`config.mk`:
```
export PLATFORM = sky130hd
export DESIGN_NAME = move_sequencer_flat
export DESIGN_NICKNAME = d
export VERILOG_FILES = /design/src/rtl/move_sequencer_if.sv /design/src/rtl/move_sequencer.sv /design/src/flat_wrapper.sv
export SDC_FILE = /design/constraint.sdc
export NUM_CORES = 1
export LEC_CHECK = 0
export BUFFER_PORTS_ARGS = -buffer_cell sky130_fd_sc_hd__buf_2
export CAP_MARGIN = 20
export CORE_UTILIZATION = 43
export DETAILED_ROUTE_END_ITERATION = 8
export PLACE_DENSITY = 0.73
export SLEW_MARGIN = 20
export SYNTH_ARGS = -nofsm -noshare
export SYNTH_HDL_FRONTEND = slang
export SYNTH_SLANG_ARGS = --single-unit
export TNS_END_PERCENT = 30
```
`constraint.sdc`:
```
create_clock -name clk -period 3 [get_ports clk]
set_input_delay 0.3 -clock clk [delete_from_list [all_inputs] [get_ports clk]]
set_output_delay 0.3 -clock clk [all_outputs]
set_load 0.02 [all_outputs]
```
`src/rtl/move_sequencer_if.sv`:
```
// Handshake bundle between the move sequencer and the board engine.
// master: sequencer (drives move_req/move_dir/spawn_req).
// slave: board engine (drives move_ack/move_done/move_changed/spawn_done).

interface move_sequencer_if;

    logic       move_req;
    logic [1:0] move_dir;
    logic       move_ack;
    logic       move_done;
    logic       move_changed;
    logic       spawn_req;
    logic       spawn_done;

    modport master (
        output move_req,
        output move_dir,
        output spawn_req,
        input  move_ack,
        input  move_done,
        input  move_changed,
        input  spawn_done
    );

    modport slave (
        input  move_req,
        input  move_dir,
        input  spawn_req,
        output move_ack,
        output move_done,
        output move_changed,
        output spawn_done
    );

endinterface

```
`src/rtl/move_sequencer.sv`:
```
// Joystick move sequencer: debounces centre/direction codes and runs
// one move transaction (request, execute, optional tile spawn) per
// qualified direction.
// Ports:
//   clk, rst        clock, async active-high reset
//   dir             joystick code (000 up .. 011 left, 1xx centre)
//   game_over       blocks qualification of new moves
//   clr_count       synchronous clear of move_count
//   bus             board engine handshake (master side)
//   busy            transaction in flight (REQ/EXEC/SPAWN)
//   move_count      saturating count of board-changing moves

module move_sequencer #(
    parameter logic [19:0] STABLE_CYCLES = 20'd1000000,
    parameter bit          SPAWN_EN      = 1'b1
) (
    input  logic                clk,
    input  logic                rst,
    input  logic [2:0]          dir,
    input  logic                game_over,
    input  logic                clr_count,
    move_sequencer_if.master    bus,
    output logic                busy,
    output logic [15:0]         move_count
);

    typedef enum logic [2:0] {
        ST_WAIT_CENTER,
        ST_WAIT_DIR,
        ST_QUALIFY,
        ST_REQ,
        ST_EXEC,
        ST_SPAWN
    } state_t;

    localparam logic [19:0] LAST_CNT = STABLE_CYCLES - 20'd1;

    state_t      state_q,      state_d;
    logic [19:0] cnt_q,        cnt_d;
    logic [1:0]  cand_q,       cand_d;
    logic        move_req_q,   move_req_d;
    logic [1:0]  move_dir_q,   move_dir_d;
    logic        spawn_req_q,  spawn_req_d;
    logic        busy_q,       busy_d;
    logic [15:0] move_count_q, move_count_d;

    logic        dir_centre;
    logic        dir_valid;
    logic        take_done;
    logic        count_inc;

    // Codes 100..111 all count as centre.
    assign dir_centre = dir[2];
    assign dir_valid  = ~dir[2] & ~game_over;

    always_comb begin
        state_d     = state_q;
        cnt_d       = cnt_q;
        cand_d      = cand_q;
        move_req_d  = move_req_q;
        move_dir_d  = move_dir_q;
        spawn_req_d = spawn_req_q;
        take_done   = 1'b0;
        count_inc   = 1'b0;

        unique case (state_q)
            ST_WAIT_CENTER: begin
                if (!dir_centre) begin
                    cnt_d = '0;
                end else if (cnt_q == LAST_CNT) begin
                    cnt_d   = '0;
                    state_d = ST_WAIT_DIR;
                end else begin
                    cnt_d = cnt_q + 20'd1;
                end
            end

            ST_WAIT_DIR: begin
                if (dir_valid) begin
                    cand_d  = dir[1:0];
                    cnt_d   = '0;
                    state_d = ST_QUALIFY;
                end
            end

            ST_QUALIFY: begin
                if (dir != {1'b0, cand_q} || game_over) begin
                    cnt_d   = '0;
                    state_d = ST_WAIT_DIR;
                end else if (cnt_q == LAST_CNT) begin
                    // Counter restarts so the next centre
                    // qualification begins from zero.
                    cnt_d      = '0;
                    move_dir_d = cand_q;
                    move_req_d = 1'b1;
                    state_d    = ST_REQ;
                end else begin
                    cnt_d = cnt_q + 20'd1;
                end
            end

            ST_REQ: begin
                if (bus.move_ack) begin
                    move_req_d = 1'b0;
                    state_d    = ST_EXEC;
                    // Ack and done together skip EXEC entirely.
                    take_done  = bus.move_done;
                end
            end

            ST_EXEC: begin
                take_done = bus.move_done;
            end

            ST_SPAWN: begin
                if (bus.spawn_done) begin
                    spawn_req_d = 1'b0;
                    state_d     = ST_WAIT_CENTER;
                end
            end

            default: begin
                state_d = ST_WAIT_CENTER;
            end
        endcase

        if (take_done) begin
            state_d = ST_WAIT_CENTER;
            if (bus.move_changed) begin
                count_inc = 1'b1;
                if (SPAWN_EN) begin
                    spawn_req_d = 1'b1;
                    state_d     = ST_SPAWN;
                end
            end
        end

        busy_d = (state_d == ST_REQ)  ||
                 (state_d == ST_EXEC) ||
                 (state_d == ST_SPAWN);

        if (clr_count) begin
            move_count_d = '0;
        end else if (count_inc && move_count_q != 16'hFFFF) begin
            move_count_d = move_count_q + 16'd1;
        end else begin
            move_count_d = move_count_q;
        end
    end

    always_ff @(posedge clk or posedge rst) begin
        if (rst) begin
            state_q      <= ST_WAIT_CENTER;
            cnt_q        <= '0;
            cand_q       <= '0;
            move_req_q   <= 1'b0;
            move_dir_q   <= '0;
            spawn_req_q  <= 1'b0;
            busy_q       <= 1'b0;
            move_count_q <= '0;
        end else begin
            state_q      <= state_d;
            cnt_q        <= cnt_d;
            cand_q       <= cand_d;
            move_req_q   <= move_req_d;
            move_dir_q   <= move_dir_d;
            spawn_req_q  <= spawn_req_d;
            busy_q       <= busy_d;
            move_count_q <= move_count_d;
        end
    end

    assign bus.move_req  = move_req_q;
    assign bus.move_dir  = move_dir_q;
    assign bus.spawn_req = spawn_req_q;
    assign busy          = busy_q;
    assign move_count    = move_count_q;

endmodule

```
`src/flat_wrapper.sv`:
```
// flat-port wrapper written by rule: the top's interface ports become plain ports
module move_sequencer_flat 
#(
    parameter logic [19:0] STABLE_CYCLES = 20'd1000000,
    parameter bit          SPAWN_EN      = 1'b1
)
  (clk, rst, dir, game_over, clr_count, busy, move_count, bus_move_req, bus_move_dir, bus_spawn_req, bus_move_ack, bus_move_done, bus_move_changed, bus_spawn_done);
  move_sequencer_if bus_i ();
  input  logic clk;
  input  logic rst;
  input  logic [2:0] dir;
  input  logic game_over;
  input  logic clr_count;
  output logic busy;
  output logic [15:0] move_count;
  output wire logic [$bits(bus_i.move_req)-1:0] bus_move_req;
  output wire logic [$bits(bus_i.move_dir)-1:0] bus_move_dir;
  output wire logic [$bits(bus_i.spawn_req)-1:0] bus_spawn_req;
  input wire logic [$bits(bus_i.move_ack)-1:0] bus_move_ack;
  input wire logic [$bits(bus_i.move_done)-1:0] bus_move_done;
  input wire logic [$bits(bus_i.move_changed)-1:0] bus_move_changed;
  input wire logic [$bits(bus_i.spawn_done)-1:0] bus_spawn_done;
  assign bus_move_req = bus_i.move_req;
  assign bus_move_dir = bus_i.move_dir;
  assign bus_spawn_req = bus_i.spawn_req;
  assign bus_i.move_ack = bus_move_ack;
  assign bus_i.move_done = bus_move_done;
  assign bus_i.move_changed = bus_move_changed;
  assign bus_i.spawn_done = bus_spawn_done;
  move_sequencer #(.STABLE_CYCLES(STABLE_CYCLES), .SPAWN_EN(SPAWN_EN)) u_core (.clk(clk), .rst(rst), .dir(dir), .game_over(game_over), .clr_count(clr_count), .bus(bus_i), .busy(busy), .move_count(move_count));
endmodule
```
Yosys cells after proc, flatten, opt, wreduce, memory -nomap -nowiden
Index checks and enable logic that the tools add are counted.
{ "op_classes": {"eq_ne": 15, "reduce_logical": 12, "muxes": 29, "bitwise_logic": 4, "n_addsub": 2} }
{ "op_table": {"columns": ["op", "count"], "rows": [
  ["2-to-1 mux 20 bit", 4],
  ["case mux 20 bit (3 select lines)", 1],
  ["2-to-1 mux 16 bit", 2],
  ["2-to-1 mux 3 bit", 9],
  ["adder 20 x 1 -> 20 bit, second input constant", 1],
  ["equality test 20 bit, second input constant", 1],
  ["case mux 3 bit (6 select lines)", 1],
  ["adder 16 x 1 -> 16 bit, second input constant", 1],
  ["inequality test 16 bit, second input constant", 1],
  ["equality test 3 bit, second input constant", 4],
  ["2-to-1 mux 1 bit", 10],
  ["equality test 3 x 2 -> 1 bit, second input constant", 3],
  ["inequality test 2 x 1 -> 1 bit, second input constant", 2],
  ["inequality test 2 bit, second input constant", 2],
  ["case mux 1 bit (2 select lines)", 2],
  ["AND reduction 2 bit", 2],
  ["AND reduction 4 bit", 1],
  ["nonzero test 2 bit", 2],
  ["equality test 3 x 1 -> 1 bit, second input constant", 1],
  ["zero test 3 bit", 1],
  ["logical OR 1 bit", 3],
  ["inequality test 3 x 2 -> 1 bit", 1],
  ["inverter 1 bit", 3],
  ["AND reduction 3 bit", 1],
  ["other kinds (3)", 3]
]} }
{ "word_totals": {"register_bits": 46, "output_inout_bits": 21} }

Depth between registers and ports, before layout
Gate-level depths: netlist of the first run.
{ "depth": {"ltp_word": 8, "depth_mapped": 7} }

Worst setup path after synthesis of the first run
Ideal clock, no wire load.
{ "synth_path": {"kind": "register -> register", "from": "register u_core.cnt_q[0]", "to": "register u_core.move_dir_q[0], in the netlist u_core.bus.move_dir[0]", "t_arrival_ns": 2.169, "required_time_ns": 2.875, "stages_incl_launch_ff": 7, "synth_period_minus_slack_ns": 2.294, "n_path_buf": 0, "setup_slack_ns": 0.706, "cell_sequence": "dfrtp_1 ha_1 nand3_1 or3_1 or2_2 nor4_1 mux2_2"} }
{ "synth_via": {"elab_chain_cells": 2} }
{ "synth_rtl": {"columns": ["item", "line", "text"], "rows": [
  ["start, declared", "move_sequencer.sv:39", "logic [19:0] cnt_q, cnt_d;"],
  ["start signal, assigned", "move_sequencer.sv:163", "cnt_q <= cnt_d;"],
  ["equality test 20 bit", "move_sequencer.sv:90", "end else if (cnt_q == LAST_CNT) begin"],
  ["AND reduction 3 bit (no source line)", null, null],
  ["end signal, assigned", "move_sequencer.sv:166", "move_dir_q <= move_dir_d;"],
  ["end, declared", "move_sequencer.sv:42", "logic [1:0] move_dir_q, move_dir_d;"]
]} }
No other way between the ends.
A chain may end at the register's enable or synchronous reset.

Worst setup path after layout of the first run
{ "layout_path": {"from": "register u_core.state_q[2]", "to": "register u_core.move_count_q[9], in the netlist u_core.move_count[9]"} }
{ "layout_via": {"elab_chain_cells": 5, "elab_cells_between_ends": 6, "classes_between": "eq/ne: 2; mux: 2; reduce/logical: 2"} }
{ "layout_rtl": {"columns": ["item", "line", "text"], "rows": [
  ["start, declared", "move_sequencer.sv:38", "state_t state_q, state_d;"],
  ["start signal, assigned", "move_sequencer.sv:162", "state_q <= state_d;"],
  ["equality test 3 bit or equality test 3 x 2 -> 1 bit (tied branches)", "move_sequencer.sv:66", "unique case (state_q)"],
  ["case mux 1 bit (2 select lines) (*)", "move_sequencer.sv:66", null],
  ["2-to-1 mux 1 bit (*)", "move_sequencer.sv:127", "if (take_done) begin"],
  ["logical AND 1 bit (*)", "move_sequencer.sv:144", "end else if (count_inc && move_count_q != 16'hFFFF) begin"],
  ["nonzero test 2 bit (no source line) (*)", null, null],
  ["end signal, assigned", "move_sequencer.sv:169", "move_count_q <= move_count_d;"],
  ["end, declared", "move_sequencer.sv:45", "logic [15:0] move_count_q, move_count_d;"]
]} }
Mark *: on every way between the ends. The rest lies on a longest branch, timed or not.

==> results of run 1 <==
==> cell usage after synthesis (4+ instances only) <==
library cell and number:
dfrtp_1 46, nor2_1 32, inv_1 11, and2_1 4, nand4_1 16, mux2_2 4, o311ai_0 4, or3_1 7
xnor2_1 10, clkbuf_1 6, o21ai_0 15, a22o_1 4, a21oi_1 10, xor2_1 11, nand2_1 24, nor3_1 7
a21o_1 5, nand3_1 17, nor4_1 6
==> flip-flops by register name, summed over array words and instances, names as in the netlist <==
signal	flops
u_core.cand_q	2
u_core.bus.move_dir	2
u_core.bus.move_req	1
u_core.move_count	16
u_core.state_q	3
u_core.busy	1
u_core.cnt_q	20
u_core.bus.spawn_req	1
==> layer usage <==
metal	vias to the layer above	wire [um]
met1	1022	2480
met4	0	19
met3	2	185
met5	-	0
met2	39	2500
li1	1075	-
==> placed cells by master (no fill, tap or decap), drive strengths merged, types with 4 or more instances in the layout <==
master  Yosys  layout
nor3        7       7
inv        11      11
a21oi      10      10
buf         4      36
and2        4       4
nor4        6       6
a21o        5       5
o311ai      4       4
mux2        4       4
o21ai      15      15
nand3      17      17
nor2       32      32
clkbuf      7       6
or3         7       7
dfrtp      46      46
nand2      24      24
xnor2      10      10
xor2       11      11
a22o        4       4
nand4      16      16
==> cell families (layout without fill, tap and decap cells) <==
logic type      count (synthesis)  count (layout)  share of synthesized area
simple gates                  133             133                      0.272
compound gates                 51              51                      0.134
flops                          46              46                      0.454
buf+inv                        22              55                     0.0365
fa+ha+maj                       2               2                    0.00986
xor+xnor                       21              21                     0.0725
mux                             5               5                     0.0217
==> power groups by stage <==
stage / sequential (mW) / combinational (mW) / clock, mW
6_report: 0.733 / 0.457 / 0.466
5_1_grt: 0.746 / 0.516 / 0.498
4_1_cts: 0.732 / 0.460 / 0.479
3_5_place_dp: 0.745 / 0.459 / 0
3_3_place_gp: 0.740 / 0.452 / 0
2_1_floorplan: 0.739 / 0.343 / 0
==> critical path, delay by kind of cell (launching register included) <==
kind / cells / cell delay [ns]
AO/OA/AOI/OAI: 2 / 0.49
flip-flops: 1 / 0.54
AND/OR/NAND/NOR: 3 / 1.48
==> final timing paths <==
path                                       from               endpoint  slack, ns  cells past startpoint
min in group clk                         dir[1]       u_core.cand_q[1]       0.26                      2
setup reg to reg              u_core.state_q[2]   u_core.move_count[9]       0.42                      5
setup / recovery              u_core.state_q[2]   u_core.move_count[9]       0.42                      5
max in group asynchronous                   rst       u_core.cnt_q[14]       2.21                      2
hold / removal                              rst  u_core.move_count[10]       0.20                      2
hold reg to reg            u_core.bus.spawn_req   u_core.bus.spawn_req       0.52                      2
==> layout make-up <==
class	instances	area, um2	share of cell area
clock buffers	6	72.6	0.0252
clock inverters	2	37.5	0.0130
inverters	11	41.3	0.0143
multi-input cells	212	1290	0.449
flip-flops and latches	46	1150	0.400
well taps	72	90.1	0.0313
repair buffers	36	193	0.0669
==> metrics.md, run 1 <==
| Metric | Value |
|---|---|
| Status | completed |
| WP data arrival | 2.80 ns |
| Power Dens Cells | 575 mW/mm2 |
| Final hold slack | between 0.15 and 0.2 ns |
| Placed cell areas | 0.00277 mm2 |
| Routed via count | 2138 |
| Drt pass-1 iters | 4 |
| DRC viols | 0 |
| Largest cells by area after synthesis | dfrtp_1, nor2_1, nand4_1 |
| P_sw | 0.565 mW |
| Sum of negative setup slack | 0 ns |
| Worst-Skew Late Latency | approximately 0.30 ns |
| Port bufs | 31 |
| Max stage delay cell, worst path | or4_1 |
| Final Skew | 0.00755 ns |
| Vias in the first global route | 2039 |
| Rel. slew slack | 0.376 |
| FMAX | approximately 390 MHz |
| Sequential share of power | 0.442 |
| Max-cap violation count | 0 |
| Clock buffer depth | 2 |
| Core outline area | 0.00561 mm2 |
| FILL cells | 535 |
| Starting Density | 0.452 |
| # H-tree levels | 2 |
| Top Ports | 32 |
| Syn nets | 293 |
| EDFF count, synth | 0 |
| Total gr overflow | 0 |
| Top cell type by total area after synthesis | dfrtp_1 |
| Ys Warns | 0 |
| Hold Violations, Final | 0 |
| Total Power | 1.66 mW |
| Met1 GRT Util | 0.244 |
| Hold buffers post-CTS | 0 |
| Int Pwr | 1.09 mW |
| Die width | 78.8 um |
| Design Area, Final | 0.00288 mm2 |
| Area Overhead vs Synth | 13.5% |
| Synth top area share | 0.454 |
| GRT met2 Usage | 0.295 |
| Sequential-to-total area share from yosys stat | 0.454 |
| Root Driver | clkbuf_8 |
| Top FF cell, synth | dfrtp_1 |
| WL final | 5.18 mm |
| Setup crit start kind | flop |
| Endpoint class of the critical path | flop |
| Clock power frac | 0.281 |
| Reg clk slew, reported paths | roughly 0.090 ns |
| Worst ir drop on vdd | 0.358 mV |
| HPWL Detailed | 3.64 mm |
| Die area | 0.00621 mm2 |
| Postcts setup bufs | 0 |
| Final cell count without fillers | 385 |
| Switch share | 0.341 |
| Clock buffer count from CTS | 5 |
| Final core occ | 0.513 |
| Comb power frac | 0.276 |
| WP data required | 3.23 ns |
| Share of cells above drive strength 1 | 0.166 |
| Largest net degree at the start of global routing | between 40 and 50 |
| Initial antenna violation count | 0 |
| Die Span Y | between 70 and 80 um |
| Clk sinks | 46 |
| First-pass GRT wire length | between 9 and 10 mm |
| CP max stage delay | 0.70 ns |
| Vias per inst | 5.55 |
| Post-cts sizing count | 0 |
| GR Util All Layers | 0.181 |
| HP Class | input port to async pin |
| Post-synthesis cell type count | 48 |
| Final nets | between 300 and 400 |
| Critical Path, Cell by Cell | or3b_1, a21o_1, or4_1, or3_1, a21oi_1 |
| Grt met3 use | 0.0356 |
| Cells after DPL | 377 |
| Worst-margin pin slew | 0.928 ns |
| Post-Synthesis Cell Area | 0.00254 mm2 |
| 1st-iter DRT viols | 108 |
| Setup repair after global routing missed its margin | false |
| FF+latch count, synth | 46 |
| Post-route clock period utilization | 0.860 |
| Min cycle time layout | 2.58 ns |
| # diodes | 0 |
| Worst Slack Setup Final | 0.421 ns |
| Critical path type | flop to flop |
| LEAKAGE | 1.24 nW |
| # rows | 27 |
| Routed WL per cell | 13.4 um |
| ANT nets after route | 0 |
| Cells after Synth | 280 |
| Avg Cell Area, Syn | 9.06 um2 |
| Gpl congestion | 0.867 |
| CTS tree | yes |
| Asr flop ratio synth | 1.00 |
| Most used routing layer | met2 |
| Setup Viol. Count Final | 0 |
| Critical path peak fanout | 13 |
| Final Max Slew Viols | 0 |
| Setup WS pre-CTS | 0.454 ns |
(Power assumes the default switching activity.)
==> run 2, diff against run 1 <==
- CORE_UTILIZATION: 43 -> 58
- PLACE_DENSITY: 0.73 -> 0.91
==> run 2 against run 1 <==
Sequential share of layout area fell by 0.17 points. Utilization is 19 points higher. Clock power increased by 19%. Global-route usage increased by 9.0 points. Largest cell class unchanged. Largest power group unchanged.
==> metrics.md, run 2 (same netlist as run 1, synthesis figures left out) <==
| Metric | Value |
|---|---|
| HPWL Detailed | 3.98 mm (+9.3%) |
| Routed via count | 2234 (+4.5%) |
| FF-to-FF End | u_core.move_count[11] |
| CTS tree | yes |
| Critical path type | flop to flop |
| Drt pass-1 iters | 4 (unchanged) |
| WP data required | 3.22 ns (about the same) |
| Root Driver | clkbuf_8 |
| Final Max Slew Viols | 0 (unchanged) |
| Postcts setup bufs | 0 (unchanged) |
| Vias per inst | 6.14 (+11%) |
| Port bufs | 31 (unchanged) |
| 1st-iter DRT viols | 205 (+90%) |
| Die area | 0.00464 mm2 (-25%) |
| Final hold slack | 0.0755 ns (-0.121 ns) |
| Reg area | 0.00115 mm2 (unchanged) |
| Power Dens Cells | 610 mW/mm2 (+6.1%) |
| HP Class | input port to async pin |
| Max stage delay cell, worst path | or4_1 |
| Final core occ | 0.708 (+0.194) |
| Critical path startpoint | u_core.state_q[2] |
| Setup Viol. Count Final | 0 (unchanged) |
| Area Overhead vs Synth | 14.0% |
| Crit path buffers/inverters | 0 (unchanged) |
| FMAX | 388 MHz (about the same) |
| Final Skew | 0.00247 ns (-0.00507 ns) |
| Total gr overflow | 0 (unchanged) |
| Core outline area | 0.00409 mm2 (-27%) |
| Design Area, Final | 0.00289 mm2 (+0.43%) |
| Initial antenna violation count | 0 (unchanged) |
| Hold buffers post-CTS | 0 (unchanged) |
| Reg clk slew, reported paths | 0.08 ns (about the same) |
| Endpoint class of the critical path | flop |
| Setup repair after global routing missed its margin | false |
| DRC viols | 0 (unchanged) |
| Rel. slew slack | 0.320 (-0.0562) |
| Largest Register | u_core.cnt_q |
| Hold Violations, Final | 0 (unchanged) |
| First-pass GRT wire length | 9.41 mm (+3.6%) |
| Critical path peak fanout | 13 (unchanged) |
| Top Ports | 32 (unchanged) |
| Gpl congestion | 0.809 (-6.7%) |
| Clock buffer count from CTS | 5 (unchanged) |
| Max reg flops | 20 (unchanged) |
| Most frequent cells in the layout | dfrtp_1, nor2_1, buf_2 |
| FILL cells | 291 (-46%) |
| Critical Path, Cell by Cell | or3b_1, a21o_1, or4_1, or3_1, a21oi_1 |
| Sum of negative setup slack | 0 ns (unchanged) |
| Worst-margin pin slew | 1.01 ns (+0.0835 ns) |
| Routed WL per cell | 15.3 um (+14%) |
| Status | completed |
| Largest net degree at the start of global routing | 31 (-34%) |
| WP depth | 5 (unchanged) |
| Min cycle time layout | 2.58 ns (+0.00154 ns) |
| # diodes | 0 (unchanged) |
| Starting Density | 0.621 (+0.168) |
| Die width | 68.1 um (-14%) |
| Placed cell areas | 0.00275 mm2 (-0.72%) |
| ANT nets after route | 0 (unchanged) |
| WL final | 5.57 mm (+7.5%) |
| Post-route clock period utilization | 0.860 (about the same) |
| WP data arrival | 2.80 ns (about the same) |
| Worst ir drop on vdd | 0.370 mV (+3.5%) |
| Most common library cell in the layout ignoring fill and taps | dfrtp_1 |
| Worst r2r src | u_core.state_q[2] |
| Share of cells above drive strength 1 | 0.172 (+0.00584) |
| Die Span Y | 68.1 um (-14%) |
| Crit path max-delay family | simple AND/OR/NAND/NOR gates |
| Final nets | 326 (+0.31%) |
| Worst-Skew Late Latency | 0.29 ns (about the same) |
| LEAKAGE | 1.27 nW (+2.0%) |
| GR Util All Layers | 0.271 (+0.0899) |
| Area of the multi-input gates | 0.00129 mm2 (unchanged) |
| CP max stage delay | 0.69 ns (about the same) |
| # H-tree levels | 2 (unchanged) |
| Worst R2R Path Depth | 5 (unchanged) |
| Max-cap violation count | 0 (unchanged) |
| Clock buffer depth | 2 (unchanged) |
| R2r setup slk | 0.42 ns (about the same) |
| Total Power | 1.76 mW (+6.5%) |
| Clk sinks | 46 (unchanged) |
| Setup crit start kind | flop |
| # rows | 23 (-15%) |
| Post-cts sizing count | 0 (unchanged) |
| Vias in the first global route | 2131 (+4.5%) |
run 2: worst max-delay path by stage:
stage	to	slack, ns
detailed placement	u_core.bus.move_dir[1]	0.45
finish	u_core.move_count[11]	0.42
global route	u_core.bus.move_dir[1]	0.26
floorplan	u_core.bus.move_dir[0]	0.71
global placement	u_core.move_count[15]	0.59
CTS	u_core.bus.move_dir[1]	0.42
run 2: worst reg2reg max path: cells and delay by family, from the launching register on:
family             cells  cell delay [ns]
DFF                    1             0.55
AOI/OAI and AO/OA      2             0.48
and+or+nand+nor        3             1.47
run 2: through the flow:
stage	worst slack (ns)	std cells
6_report	0.419	364
5_1_grt	0.263	364
4_1_cts	0.415	364
3_5_place_dp	0.450	356
3_3_place_gp	0.594	356
2_1_floorplan	0.706	280
run 2: cell type report:
type / count / area share
clock buffers: 6 / 0.0286
clock inverters: 2 / 0.0208
inverters: 11 / 0.0143
multi-input cells: 212 / 0.447
flip-flops and latches: 46 / 0.398
well taps: 50 / 0.0216
repair buffers: 37 / 0.0692
run 2: report_power, final:
| part | leakage (nW) | switching, mW | internal, mW |
|---|---|---|---|
| sequential | 0.628 | 0.0560 | 0.675 |
| clock | 0.0714 | 0.201 | 0.355 |
| combinational | 0.570 | 0.309 | 0.168 |
run 2: layer usage:
metal | vias up | part of all wire | GRT usage
met2 | 57 | 0.52 | 0.474
met5 | - | 0 | 0
met4 | 0 | 0.0034 | 0.0859
li1 | 1081 | - | -
met3 | 4 | 0.046 | 0.0633
met1 | 1092 | 0.43 | 0.326
==> run 3, diff against run 2 <==
- ABC_AREA: unset -> 1
- CORE_UTILIZATION: 58 -> 59
==> run 3 against run 2 <==
Utilization decreased by 1.3 points. Clock power shrank 17%. Area after synthesis increased by 13%. Die area up 10%. Critical path depth rose by 2. Combinational power fell by 17%. Non-clock buffer count decreased by 6. Final area rose by 8.2%. Cell count rose by 26%. Critical path type unchanged.
==> metrics.md, run 3 <==
| Metric | Value |
|---|---|
| DRC viols | 0 (unchanged) |
| Largest cells by area after synthesis | dfrtp_1, nand2_1, nor2_1 |
| Cells after Synth | 374 (+34%) |
| EDFF count, synth | 0 (unchanged) |
| Clk sinks | 46 (unchanged) |
| Avg Cell Area, Syn | 7.64 um2 (-16%) |
| Area of the multi-input gates | 0.00149 mm2 (+15%) |
| Area Overhead vs Synth | 9.46% |
| Final cell count without fillers | 457 (+26%) |
| Max reg flops | 20 (unchanged) |
| Setup crit start kind | flop |
| Hold buffers post-CTS | 0 (unchanged) |
| Final Skew | 0.00323 ns (+0.000761 ns) |
| Hold Violations, Final | 0 (unchanged) |
| Top cells by count, synth | nand2_1, nor2_1, dfrtp_1 |
| Largest net degree at the start of global routing | 47 (+52%) |
| Gpl congestion | 0.928 (+15%) |
| Critical path type | flop to flop |
| LEAKAGE | 1.60 nW (+26%) |
| Die width | 71.6 um (+5.1%) |
| Vias in the first global route | 2390 (+12%) |
| # H-tree levels | 2 (unchanged) |
| Cells after DPL | 450 (+26%) |
| 1st-iter DRT viols | 205 (unchanged) |
| FF+latch count, synth | 46 (unchanged) |
| WP data arrival | 2.05 ns (-0.75 ns) |
| CP max stage delay | 0.50 ns (-0.19 ns) |
| Worst Slack Setup Final | 1.12 ns (+0.705 ns) |
| WP data required | 3.17 ns (-0.05 ns) |
| Syn nets | 387 (+32%) |
| Rel. slew slack | 0.384 (+0.0648) |
| Top Ports | 32 (unchanged) |
| Top cell type by total area after synthesis | dfrtp_1 |
| Min cycle time layout | 1.88 ns (-0.705 ns) |
| Most frequent cells in the layout | nand2_1, nor2_1, dfrtp_1 |
| Power Dens Cells | 514 mW/mm2 (-16%) |
| Drt pass-1 iters | 6 (+2) |
| Post-route clock period utilization | 0.625 (-0.235) |
| Die area | 0.00513 mm2 (+10%) |
| CTS tree | yes |
| ANT nets after route | 0 (unchanged) |
| Crit path max-delay family | simple AND/OR/NAND/NOR gates |
| Clock buffer depth | 2 (unchanged) |
| Max stage delay cell, worst path | dfrtp_1 |
| HPWL Detailed | 4.35 mm (+9.3%) |
| FILL cells | 358 (+23%) |
| Post-synthesis cell type count | 30 (-38%) |
| Worst ir drop on vdd | 0.280 mV (-24%) |
| GR Util All Layers | 0.253 (-0.0179) |
| Post-Synthesis Cell Area | 0.00286 mm2 (+13%) |
| Status | completed |
| Setup Viol. Count Final | 0 (unchanged) |
| Sequential-to-total area share from yosys stat | 0.403 (-0.0508) |
| Ys Warns | 0 (unchanged) |
| Die Span Y | 71.6 um (+5.1%) |
| Final nets | 418 (+28%) |
| Setup WS pre-CTS | 1.14 ns (+0.686 ns) |
| Routed via count | 2579 (+15%) |
| Top FF cell, synth | dfrtp_1 |
| Max-cap violation count | 0 (unchanged) |
| Vias per inst | 5.64 (-8.0%) |
| First-pass GRT wire length | 10.3 mm (+9.0%) |
| Starting Density | 0.634 (+0.0135) |
| Post-cts sizing count | 0 (unchanged) |
| HP Class | input port to async pin |
| Crit path buffers/inverters | 1 (+1) |
| Reg clk slew, reported paths | 0.08 ns (about the same) |
| Sum of negative setup slack | 0 ns (unchanged) |
| Routed WL per cell | 13.0 um (-15%) |
| FMAX | 533 MHz (+38%) |
| Most common library cell in the layout ignoring fill and taps | nand2_1 |
| Most frequent cell after synthesis | nand2_1 |
| Reg area | 0.00115 mm2 (unchanged) |
| Worst-Skew Late Latency | 0.29 ns (about the same) |
| Postcts setup bufs | 0 (unchanged) |
| # rows | 24 (+4.3%) |
| Endpoint class of the critical path | flop |
| # diodes | 0 (unchanged) |
| Setup repair after global routing missed its margin | false |
| Total gr overflow | 0 (unchanged) |
| R2r setup slk | 1.12 ns (+0.70 ns) |
| Initial antenna violation count | 0 (unchanged) |
| Final Max Slew Viols | 0 (unchanged) |
| Worst-margin pin slew | 0.922 ns (-0.0892 ns) |
| Synth top area share | 0.403 (-0.0508) |
| Root Driver | clkbuf_8 |
| Critical path peak fanout | 13 (unchanged) |
| WL final | 5.93 mm (+6.6%) |
| Port bufs | 31 (unchanged) |
| Core outline area | 0.00450 mm2 (+10%) |
| Largest Register | u_core.cnt_q |
| Clock buffer count from CTS | 5 (unchanged) |
| Critical Path, Cell by Cell | a21oi_1, nand2_1, inv_1, nand2_1, nor2_1, xor2_1, nor2_1 |
| Share of cells above drive strength 1 | 0.185 (+0.0132) |
| Asr flop ratio synth | 1.00 (unchanged) |
run 3: changes by cell type after synthesis, moves of 6 or more:
cell and change:
a21oi_1 -7, clkbuf_1 -6, inv_1 +26, nand2_1 +72
nand2_2 +13, nand3_1 +11, nor2_1 +21, or3_1 -7
run 3: worst reg2reg max path, stage by stage (launching register included):
cell and delay (ns):
dfrtp_1 0.50, a21oi_1 0.17, nand2_1 0.27, inv_1 0.31, nand2_1 0.13, nor2_1 0.13, xor2_1 0.16, nor2_1 0.07
run 3: area by class of cell:
class,instances,area share
clock buffer,6,0.0264
inverter,41,0.0492
sequential,46,0.368
timing repair buffer,31,0.0496
multi-input combinational,280,0.476
clock inverter,1,0.00960
tap,52,0.0208
run 3: cell families after synthesis:
| kind of cell | after synthesis | share of synthesized area |
|---|---|---|
| and+or+nand+nor | 246 | 0.429 |
| buffers and inverters | 48 | 0.0757 |
| adders and majority gates | 2 | 0.00876 |
| xor gates and xnor gates | 17 | 0.0521 |
| DFF | 46 | 0.403 |
| AOI/OAI and AO/OA | 15 | 0.0320 |
run 3: final timing paths:
| path | startpoint | end | cells past startpoint |
|---|---|---|---|
| worst max-delay path | u_core.state_q[0] | u_core.cnt_q[7] | 7 |
| worst min-delay path | rst | u_core.bus.move_req | 2 |
| worst max register to register | u_core.state_q[0] | u_core.cnt_q[7] | 7 |
| worst min register to register | u_core.bus.move_req | u_core.bus.move_req | 2 |
| max in group asynchronous | rst | u_core.cnt_q[17] | 2 |
| min in group clk | dir[0] | u_core.cand_q[0] | 3 |
run 3: stage by stage:
stage	instance area, um2	total power [mW]	hold slack (ns)	utilization
global route	3130	1.70	0.276	0.694
finish	3130	1.61	0.203	0.694
CTS	3130	1.62	0.239	0.694
detailed placement	3020	1.16	0.466	0.669
floorplan	2860	1.10	0.421	-
global placement	3020	1.14	0.462	0.669
run 3: power by group:
group | switching [mW] | total, mW | internal (mW) | leakage, nW
sequential | 0.0715 | 0.747 | 0.675 | 0.632
clock | 0.197 | 0.464 | 0.267 | 0.0573
combinational | 0.277 | 0.396 | 0.119 | 0.909
run 3: layer usage:
metal,GRT usage,part of all wire
met3,0.0549,0.055
met1,0.333,0.45
met4,0.115,0.027
met2,0.404,0.47
met5,0,0
